<file path="config.mk">
export PLATFORM = sky130hd
export DESIGN_NAME = freq_gen_tx
export DESIGN_NICKNAME = d
export VERILOG_FILES = /design/src/rtl/freq_gen_tx.sv
export SDC_FILE = /design/constraint.sdc
export NUM_CORES = 1
export LEC_CHECK = 0
export CELL_PAD_IN_SITES_DETAIL_PLACEMENT = 1
export CELL_PAD_IN_SITES_GLOBAL_PLACEMENT = 2
export CORE_MARGIN = 2
export CORE_UTILIZATION = 24
export DETAILED_ROUTE_END_ITERATION = 16
export PLACE_DENSITY_LB_ADDON = 0.1
export SLEW_MARGIN = 25
export SYNTH_ARGS = -nofsm -noshare
export SYNTH_HDL_FRONTEND = slang
export SYNTH_SLANG_ARGS = --single-unit
</file>
<file path="constraint.sdc">
create_clock -name clk -period 2.7 [get_ports clk]
set_input_delay 0.405 -clock clk [delete_from_list [all_inputs] [get_ports clk]]
set_output_delay 0.405 -clock clk [all_outputs]
set_load 0.01 [all_outputs]
</file>
<file path="src/rtl/freq_gen_tx.sv">
// Programmable square-wave source: fixed-count or continuous periods with start/stop/done handshake.
// Define FREQ_GEN_DUTY_EN to add a separately programmable high-phase length (high_len).
module freq_gen_tx #(
   parameter int DIV_W = 16,
   parameter int CNT_W = 8
) (
   input  logic             clk,
   input  logic             rst,
   input  logic             load,
   input  logic [DIV_W-1:0] half_period,
`ifdef FREQ_GEN_DUTY_EN
   input  logic [DIV_W-1:0] high_len,
`endif
   input  logic [CNT_W-1:0] n_cycles,
   input  logic             start,
   input  logic             stop,
   output logic             out_freq,
   output logic             busy,
   output logic             cycle_tick,
   output logic             done
);

   typedef enum logic [1:0] {IDLE, HIGH, LOW} state_t;

   state_t           state, stateNext;
   logic [DIV_W-1:0] halfReg, halfNext;
   logic [DIV_W-1:0] highReg, highNext;
   logic [DIV_W-1:0] phaseCnt, phaseNext;
   logic [CNT_W-1:0] nReg, nNext;
   logic [CNT_W-1:0] periodCnt, periodNext;
   logic             outNext, busyNext, tickNext, doneNext;
   logic [DIV_W-1:0] loadHalf, loadHigh, startHigh;

   // Zero-length phases are meaningless, so they are stretched to one clock.
   function automatic logic [DIV_W-1:0] clampLen(input logic [DIV_W-1:0] v);
      return (v == '0) ? DIV_W'(1) : v;
   endfunction

   // A load in the same cycle as start must take effect immediately, so the start path bypasses the register.
   always_comb begin
      loadHalf = clampLen(half_period);
`ifdef FREQ_GEN_DUTY_EN
      loadHigh = clampLen(high_len);
`else
      loadHigh = loadHalf;
`endif
      startHigh = load ? loadHigh : highReg;
   end

   always_comb begin
      stateNext  = state;
      halfNext   = halfReg;
      highNext   = highReg;
      phaseNext  = phaseCnt;
      nNext      = nReg;
      periodNext = periodCnt;
      outNext    = out_freq;
      busyNext   = busy;
      tickNext   = 1'b0;
      doneNext   = 1'b0;
      case (state)
         IDLE: begin
            if (load) begin
               halfNext = loadHalf;
               highNext = loadHigh;
            end
            if (start && !stop) begin
               stateNext  = HIGH;
               phaseNext  = startHigh - DIV_W'(1);
               nNext      = n_cycles;
               periodNext = '0;
               outNext    = 1'b1;
               busyNext   = 1'b1;
            end
         end
         HIGH: begin
            if (stop) begin
               stateNext = IDLE;
               outNext   = 1'b0;
               busyNext  = 1'b0;
            end else if (phaseCnt == '0) begin
               stateNext = LOW;
               phaseNext = halfReg - DIV_W'(1);
               outNext   = 1'b0;
            end else begin
               phaseNext = phaseCnt - DIV_W'(1);
            end
         end
         LOW: begin
            // Stop wins over period completion, so the final tick and done are suppressed.
            if (stop) begin
               stateNext = IDLE;
               outNext   = 1'b0;
               busyNext  = 1'b0;
            end else if (phaseCnt == '0) begin
               tickNext   = 1'b1;
               periodNext = periodCnt + CNT_W'(1);
               if (nReg != '0 && periodNext == nReg) begin
                  stateNext = IDLE;
                  outNext   = 1'b0;
                  busyNext  = 1'b0;
                  doneNext  = 1'b1;
               end else begin
                  stateNext = HIGH;
                  phaseNext = highReg - DIV_W'(1);
                  outNext   = 1'b1;
               end
            end else begin
               phaseNext = phaseCnt - DIV_W'(1);
            end
         end
         default: begin
            stateNext = IDLE;
            outNext   = 1'b0;
            busyNext  = 1'b0;
         end
      endcase
   end

   always_ff @(posedge clk) begin
      if (!rst) begin
         state      <= IDLE;
         halfReg    <= DIV_W'(1);
         highReg    <= DIV_W'(1);
         phaseCnt   <= '0;
         nReg       <= '0;
         periodCnt  <= '0;
         out_freq   <= 1'b0;
         busy       <= 1'b0;
         cycle_tick <= 1'b0;
         done       <= 1'b0;
      end else begin
         state      <= stateNext;
         halfReg    <= halfNext;
         highReg    <= highNext;
         phaseCnt   <= phaseNext;
         nReg       <= nNext;
         periodCnt  <= periodNext;
         out_freq   <= outNext;
         busy       <= busyNext;
         cycle_tick <= tickNext;
         done       <= doneNext;
      end
   end

endmodule

</file>
* After elaboration in Yosys (flattened, before gate mapping) *
Index checks and enable logic that the tools add are counted.

word-level totals
  input port bits = 29
  word-level logic and storage cells = 81
  register bits after elaboration = 70
  output and inout bits = 4

operators by class
  reduce and logical (&&, ||, !) cells = 17
  muxes and demuxes = 34
  equal/unequal tests = 12
  $add $sub $neg = 5
  bitwise gates (word level) = 3

operators with widths
  kind                                                 count
  two-way mux 16 bit                                   8
  subtractor 16 x 1 -> 16 bit, second input constant   4
  case mux 16 bit (3 select lines)                     1
  zero test 16 bit                                     2
  two-way mux 8 bit                                    3
  case mux 8 bit (2 select lines)                      1
  two-way mux 1 bit                                    13
  != test 3 bit, second input constant                 4
  two-way mux 2 bit                                    5
  != test 2 bit, second input constant                 5
  adder 8 x 1 -> 8 bit, second input constant          1
  equality test 8 bit                                  1
  AND reduction 4 bit                                  2
  nonzero test 8 bit                                   1
  case mux 1 bit (3 select lines)                      2
  case mux 2 bit (3 select lines)                      1
  AND reduction 5 bit                                  1
  AND reduction 2 bit                                  2
  OR reduction 4 bit                                   1
  NOT 1 bit                                            3
  AND reduction 3 bit                                  1
  nonzero test 3 bit                                   1
  OR reduction 3 bit                                   1
  equality test 2 x 1 -> 1 bit, second input constant  1
  5 further kinds                                      6

* Depth between registers and ports, before layout *
  depth after elaboration = 7
  depth in mapped cells = 11
  depth with buffers taken out = 10

* Least setup slack after synthesis *
OpenSTA, ideal clock, no wires.

  path kind = input to register
  from = input load
  to = register phaseCnt[10]
  slack = -0.001 ns
  path buffers = 4
  required time = 2.597 ns
  data arrival time = 2.597 ns
  library setup time = 0.103 ns
  stages = 11
  cells stage by stage = buf_4 -> buf_2 -> buf_1 -> buf_2 -> mux2i_1 -> ha_1 -> and2_1 -> nand3_1 -> xor2_1 -> a2bb2oi_1 -> a2111oi_2

on the way
  cells in the longest elaborated chain, start to end = 4

ends and longest elaborated chain
  element                           RTL line  source
  start, declared                   9         input logic load,
  two-way mux 16 bit                --
  subtractor 16 x 1 -> 16 bit       69        phaseNext = startHigh - DIV_W'(1);
  two-way mux 16 bit                67        if (start && !stop) begin
  case mux 16 bit (3 select lines)  61        case (state)
  end signal, assigned              136       phaseCnt <= phaseNext;
  end, declared                     28        logic [DIV_W-1:0] phaseCnt, phaseNext;

No other way between the ends. The select of a mux whose other input is x is not followed.
A chain may end at the register's enable or synchronous reset.

* Worst setup path in the final report *
  from = input half_period[4]
  to = register phaseCnt[13]

on the way
  cells in the longest elaborated chain, start to end = 6

ends and longest elaborated chain
  element                             RTL line  source
  start, declared                     10        input logic [DIV_W-1:0] half_period,
  zero test 16 bit                    36        return (v == '0) ? DIV_W'(1) : v;
  two-way mux 16 bit *                36
  two-way mux 16 bit *                --
  subtractor 16 x 1 -> 16 bit *       69
  two-way mux 16 bit *                67
  case mux 16 bit (3 select lines) *  61

Mark *: on every way between the ends. The rest lies on a longest branch, timed or not. The select of a mux whose other input is x is not followed.

==> impl_summary.txt <==
----------------------------------------------------
[Power and ir drop]
  Leak ... 2.454 nW
  Maximum VDD drop ... 0.3450 mV
  P per Cell Area ... 615.6 nW/um^2

[STA]
  Min Clock Period, post-route ... 2583 ps
  Hold violation count in the final report ... 0
  Max-Slew Margin vs Limit ... 47.03%
  Period utilization ... 95.67%
  Maximum frequency from static timing analysis ... 0.3871 GHz
  Setup repair after global routing missed its margin ... false
  Clock skew ... 11.78 ps
  Fin. max-slew vios ... 0
  Transition at the pin with the smallest max-transition slack ... 794.6 ps
  Worst-case setup margin in the final layout ... 116.8 ps
  Final setup fails ... 0

[Routing]
  Average wire per cell in the routed design ... 21.09 um
  Count of unresolved DRC violations after routing ... 0
  Routed via count ... 5417
  First-pass iteration count of the detailed router ... 5
  Initial DRC Count ... slightly above 300
  Final ANT Viol Nets ... 0
  Via-to-Cell Ratio ... 5.285
  Total wire length after detailed routing ... 21620 um

[Final layout]
  Fraction of layout instances using a drive strength above 1 ... a little under a fifth
  Leading cell type in the layout, fill and taps excluded ... sky130_fd_sc_hd__nand2_1
  Total Nets Final ... approximately 780
  Number of antenna diodes ... 0
  Register area ... approximately 1400 sq um
  Area Growth Syn to Fin ... 27.85%
  Final std cell area, no fill ... 6559 sq um
  Multi-input gate area in the final layout ... between 3000 and 4000 sq um
  Number of fill cells in the layout ... 2495
  Most frequent cells in the layout ... 91 x sky130_fd_sc_hd__nand2_1, 77 x sky130_fd_sc_hd__buf_4, 70 x sky130_fd_sc_hd__dfxtp_1

[Worst setup path]
  Biggest cell delay along the critical path ... 460 ps
  Data required time of the critical path ... 2950 ps
  Sequence of cells on the critical path ... clkdlybuf4s50_1 > buf_4 > nor3b_2 > o22ai_2 > or2_0 > o41a_1 > o32a_1 > a2111oi_1
  Critical setup path kind ... input pin to register
  Launching element type of the critical path ... input pin
  Max stage delay cell, worst path ... sky130_fd_sc_hd__clkdlybuf4s50_1
  Length in cells of the worst reg-to-reg path ... 6
  Arrival @ worst endpoint ... 2830 ps
  Element type at the critical path end ... register
  Max Fanout on Critical Path ... 3

[Logic synthesis]
  Number of synthesized flops with an enable pin ... 0
  Syn. warnings ... 0
  Cell variety after synth ... 74
  Portion of the post-synthesis area used by sequential elements ... a little over a quarter
  Async SR Flop Fraction ... 0%
  Flip-flop and latch count after synthesis ... 70
  Net count after synthesis ... ~710
  Total standard cell area after synthesis ... 5130 sq um
  Primary FF master, synth ... sky130_fd_sc_hd__dfxtp_1
  Cell count after synthesis ... between 600 and 700
  Average size of a mapped cell ... 7.622 sq um

[Clock tree]
  Clock tree from TritonCTS ... yes
  Clock transition at the register clock pins on the worst setup and hold paths after CTS ... 70 ps
  Worst-case clock buffer depth ... 2
  H-Tree Level Count ... 3
  Total number of clock tree sinks ... 70
  Number of buffers created by CTS ... 9
  Clock insertion delay at the later pin of the skew report ... ~360 ps
  Root Buffer Master ... sky130_fd_sc_hd__clkbuf_16

[Floorplan]
  Total die area ... roughly 23000 sq um
  Number of I/O pins ... 33
  Core box area ... 21020 sq um
  Number of standard-cell rows in the floorplan ... 53
  Die Ht ... approximately 150 um
  Die X ... 150.2 um
  Effective utilization at floorplan ... around a quarter

[Global routing]
  Aggregate global routing overflow ... 0
  Tot GR Track Use ... 20.04%
  Via count of the first global-routing pass ... 5539
  First-pass GRT wire length ... 33980 um
  Antenna violations before repair ... 0
  Maximum number of pins on one net before global-route repair ... 32

[Placed design]
  Weighted congestion at the end of routability-driven global placement ... between 0.8 and 0.9
  Number of port buffers ... 32
  Post-DP HPWL ... 17110 um
  Worst setup slack before clock tree synthesis ... -416.8 ps
  Total placed instance area ... 6152 sq um

[Min path]
  Worst Hold Class ... register to register
  Number of cells on the worst hold path ... 2

[Run]
  Maximum Capacitance Violations ... 0

[Outcome]
  Outcome ... completed

----------------------------------------------------
## through the flow
step,setup TNS [ps],hold WS (ps),std cells,power (mW),utilization (%)
6_report,0,465.2,1025,4.037,31.20
5_1_grt,0,492.2,1025,4.256,31.20
3_3_place_gp,-2106,448.0,1008,2.756,29.27
3_5_place_dp,-2916,457.9,1008,2.770,29.27
4_1_cts,0,468.7,1024,4.047,30.80
2_1_floorplan,0,441.7,673,2.152,-
## cell families after synthesis
group           count (synthesis)  share of synthesized area [%]
fa+ha+maj                      10                          2.439
mux                            27                          5.366
flops                          70                          27.32
compound gates                183                          23.51
simple gates                  277                          28.76
xor+xnor                       41                          7.000
buf+inv                        65                          5.610
## final cells by class
type / count / share of cell area [%]
Inverter: 16 / 0.9157
Clock buffer: 9 / 3.434
Sequential cell: 70 / 21.37
Timing Repair Buffer: 110 / 14.12
Multi-Input combinational cell: 538 / 53.82
Tap cell: 275 / 5.246
Clock inverter: 7 / 1.106
## what timing repair did
item,CTS,global route
buffers inserted,0,1
hold endpoints to repair,0,0
gates resized for setup,3,19
pin swaps,0,8
hold buffers,0,0
endpoints found under the setup margin,10,20
## final timing paths
path                            slack, ps           start      endpoint
worst max register to register        150    periodCnt[2]  phaseCnt[10]
worst min-delay path                  470            busy          busy
worst max-delay path                  120  half_period[4]  phaseCnt[13]
worst min register to register        470            busy          busy
## worst max-delay path, delay by kind of cell
family	cells	cell delay [ps]
simple gates	2	530
compound gates	4	1270
buf+inv	2	630
## cell usage after synthesis (3+ instances only)
cell	instances	area share, %
sky130_fd_sc_hd__a2111oi_1	3	0.59
sky130_fd_sc_hd__a211o_1	3	0.51
sky130_fd_sc_hd__a21boi_0	3	0.44
sky130_fd_sc_hd__a21oi_1	62	6.0
sky130_fd_sc_hd__a221oi_1	6	1.0
sky130_fd_sc_hd__a22oi_1	4	0.59
sky130_fd_sc_hd__a31oi_1	7	0.85
sky130_fd_sc_hd__and2_1	4	0.49
sky130_fd_sc_hd__and3_1	6	0.73
sky130_fd_sc_hd__and4_1	3	0.51
sky130_fd_sc_hd__buf_2	10	0.98
sky130_fd_sc_hd__buf_4	4	0.59
sky130_fd_sc_hd__clkbuf_1	31	2.3
sky130_fd_sc_hd__dfxtp_1	70	27
sky130_fd_sc_hd__ha_1	10	2.4
sky130_fd_sc_hd__inv_1	16	1.2
sky130_fd_sc_hd__mux2_2	4	0.88
sky130_fd_sc_hd__mux2i_1	23	4.5
sky130_fd_sc_hd__nand2_1	91	6.7
sky130_fd_sc_hd__nand2b_1	5	0.61
sky130_fd_sc_hd__nand3_1	23	2.2
sky130_fd_sc_hd__nand4_1	12	1.5
sky130_fd_sc_hd__nand4b_1	3	0.51
sky130_fd_sc_hd__nor2_1	37	2.7
sky130_fd_sc_hd__nor2b_1	6	0.73
sky130_fd_sc_hd__nor3_1	30	2.9
sky130_fd_sc_hd__nor3b_1	5	0.73
sky130_fd_sc_hd__nor3b_2	3	0.73
sky130_fd_sc_hd__nor4_1	12	1.5
sky130_fd_sc_hd__o211ai_1	3	0.44
sky130_fd_sc_hd__o21a_1	7	1.0
sky130_fd_sc_hd__o21ai_0	32	3.1
sky130_fd_sc_hd__o221ai_1	9	1.5
sky130_fd_sc_hd__o22ai_1	6	0.73
sky130_fd_sc_hd__o31ai_1	8	1.2
sky130_fd_sc_hd__o41ai_1	3	0.51
sky130_fd_sc_hd__or2_2	7	0.85
sky130_fd_sc_hd__or3_1	5	0.61
sky130_fd_sc_hd__or4_1	9	1.3
sky130_fd_sc_hd__or4b_2	3	0.59
sky130_fd_sc_hd__xnor2_1	21	3.6
sky130_fd_sc_hd__xor2_1	20	3.4
## state kept, by name, summed over array words and instances, names as in the netlist, 2 cells and up
register,cells
halfReg,16
highReg,16
phaseCnt,16
nReg,8
periodCnt,8
state,2
## where the power goes
group | total, mW | internal, mW | switching [mW] | leakage [nW]
Combinational | 1.48 | 0.595 | 0.889 | 1.74
Clock | 1.27 | 0.718 | 0.549 | 0.142
Sequential | 1.29 | 1.13 | 0.156 | 0.573
## layer usage
| layer | GRT usage [%] | part of all wire [%] | up-vias |
|---|---|---|---|
| met2 | 31.60 | 45 | 80 |
| met1 | 29.45 | 51 | 2693 |
| met3 | 1.909 | 2.7 | 12 |
| li1 | - | - | 2632 |
| met5 | 0 | 0 | - |
| met4 | 4.528 | 0.98 | 0 |
No activity file was read; power rests on OpenSTA's default activity.
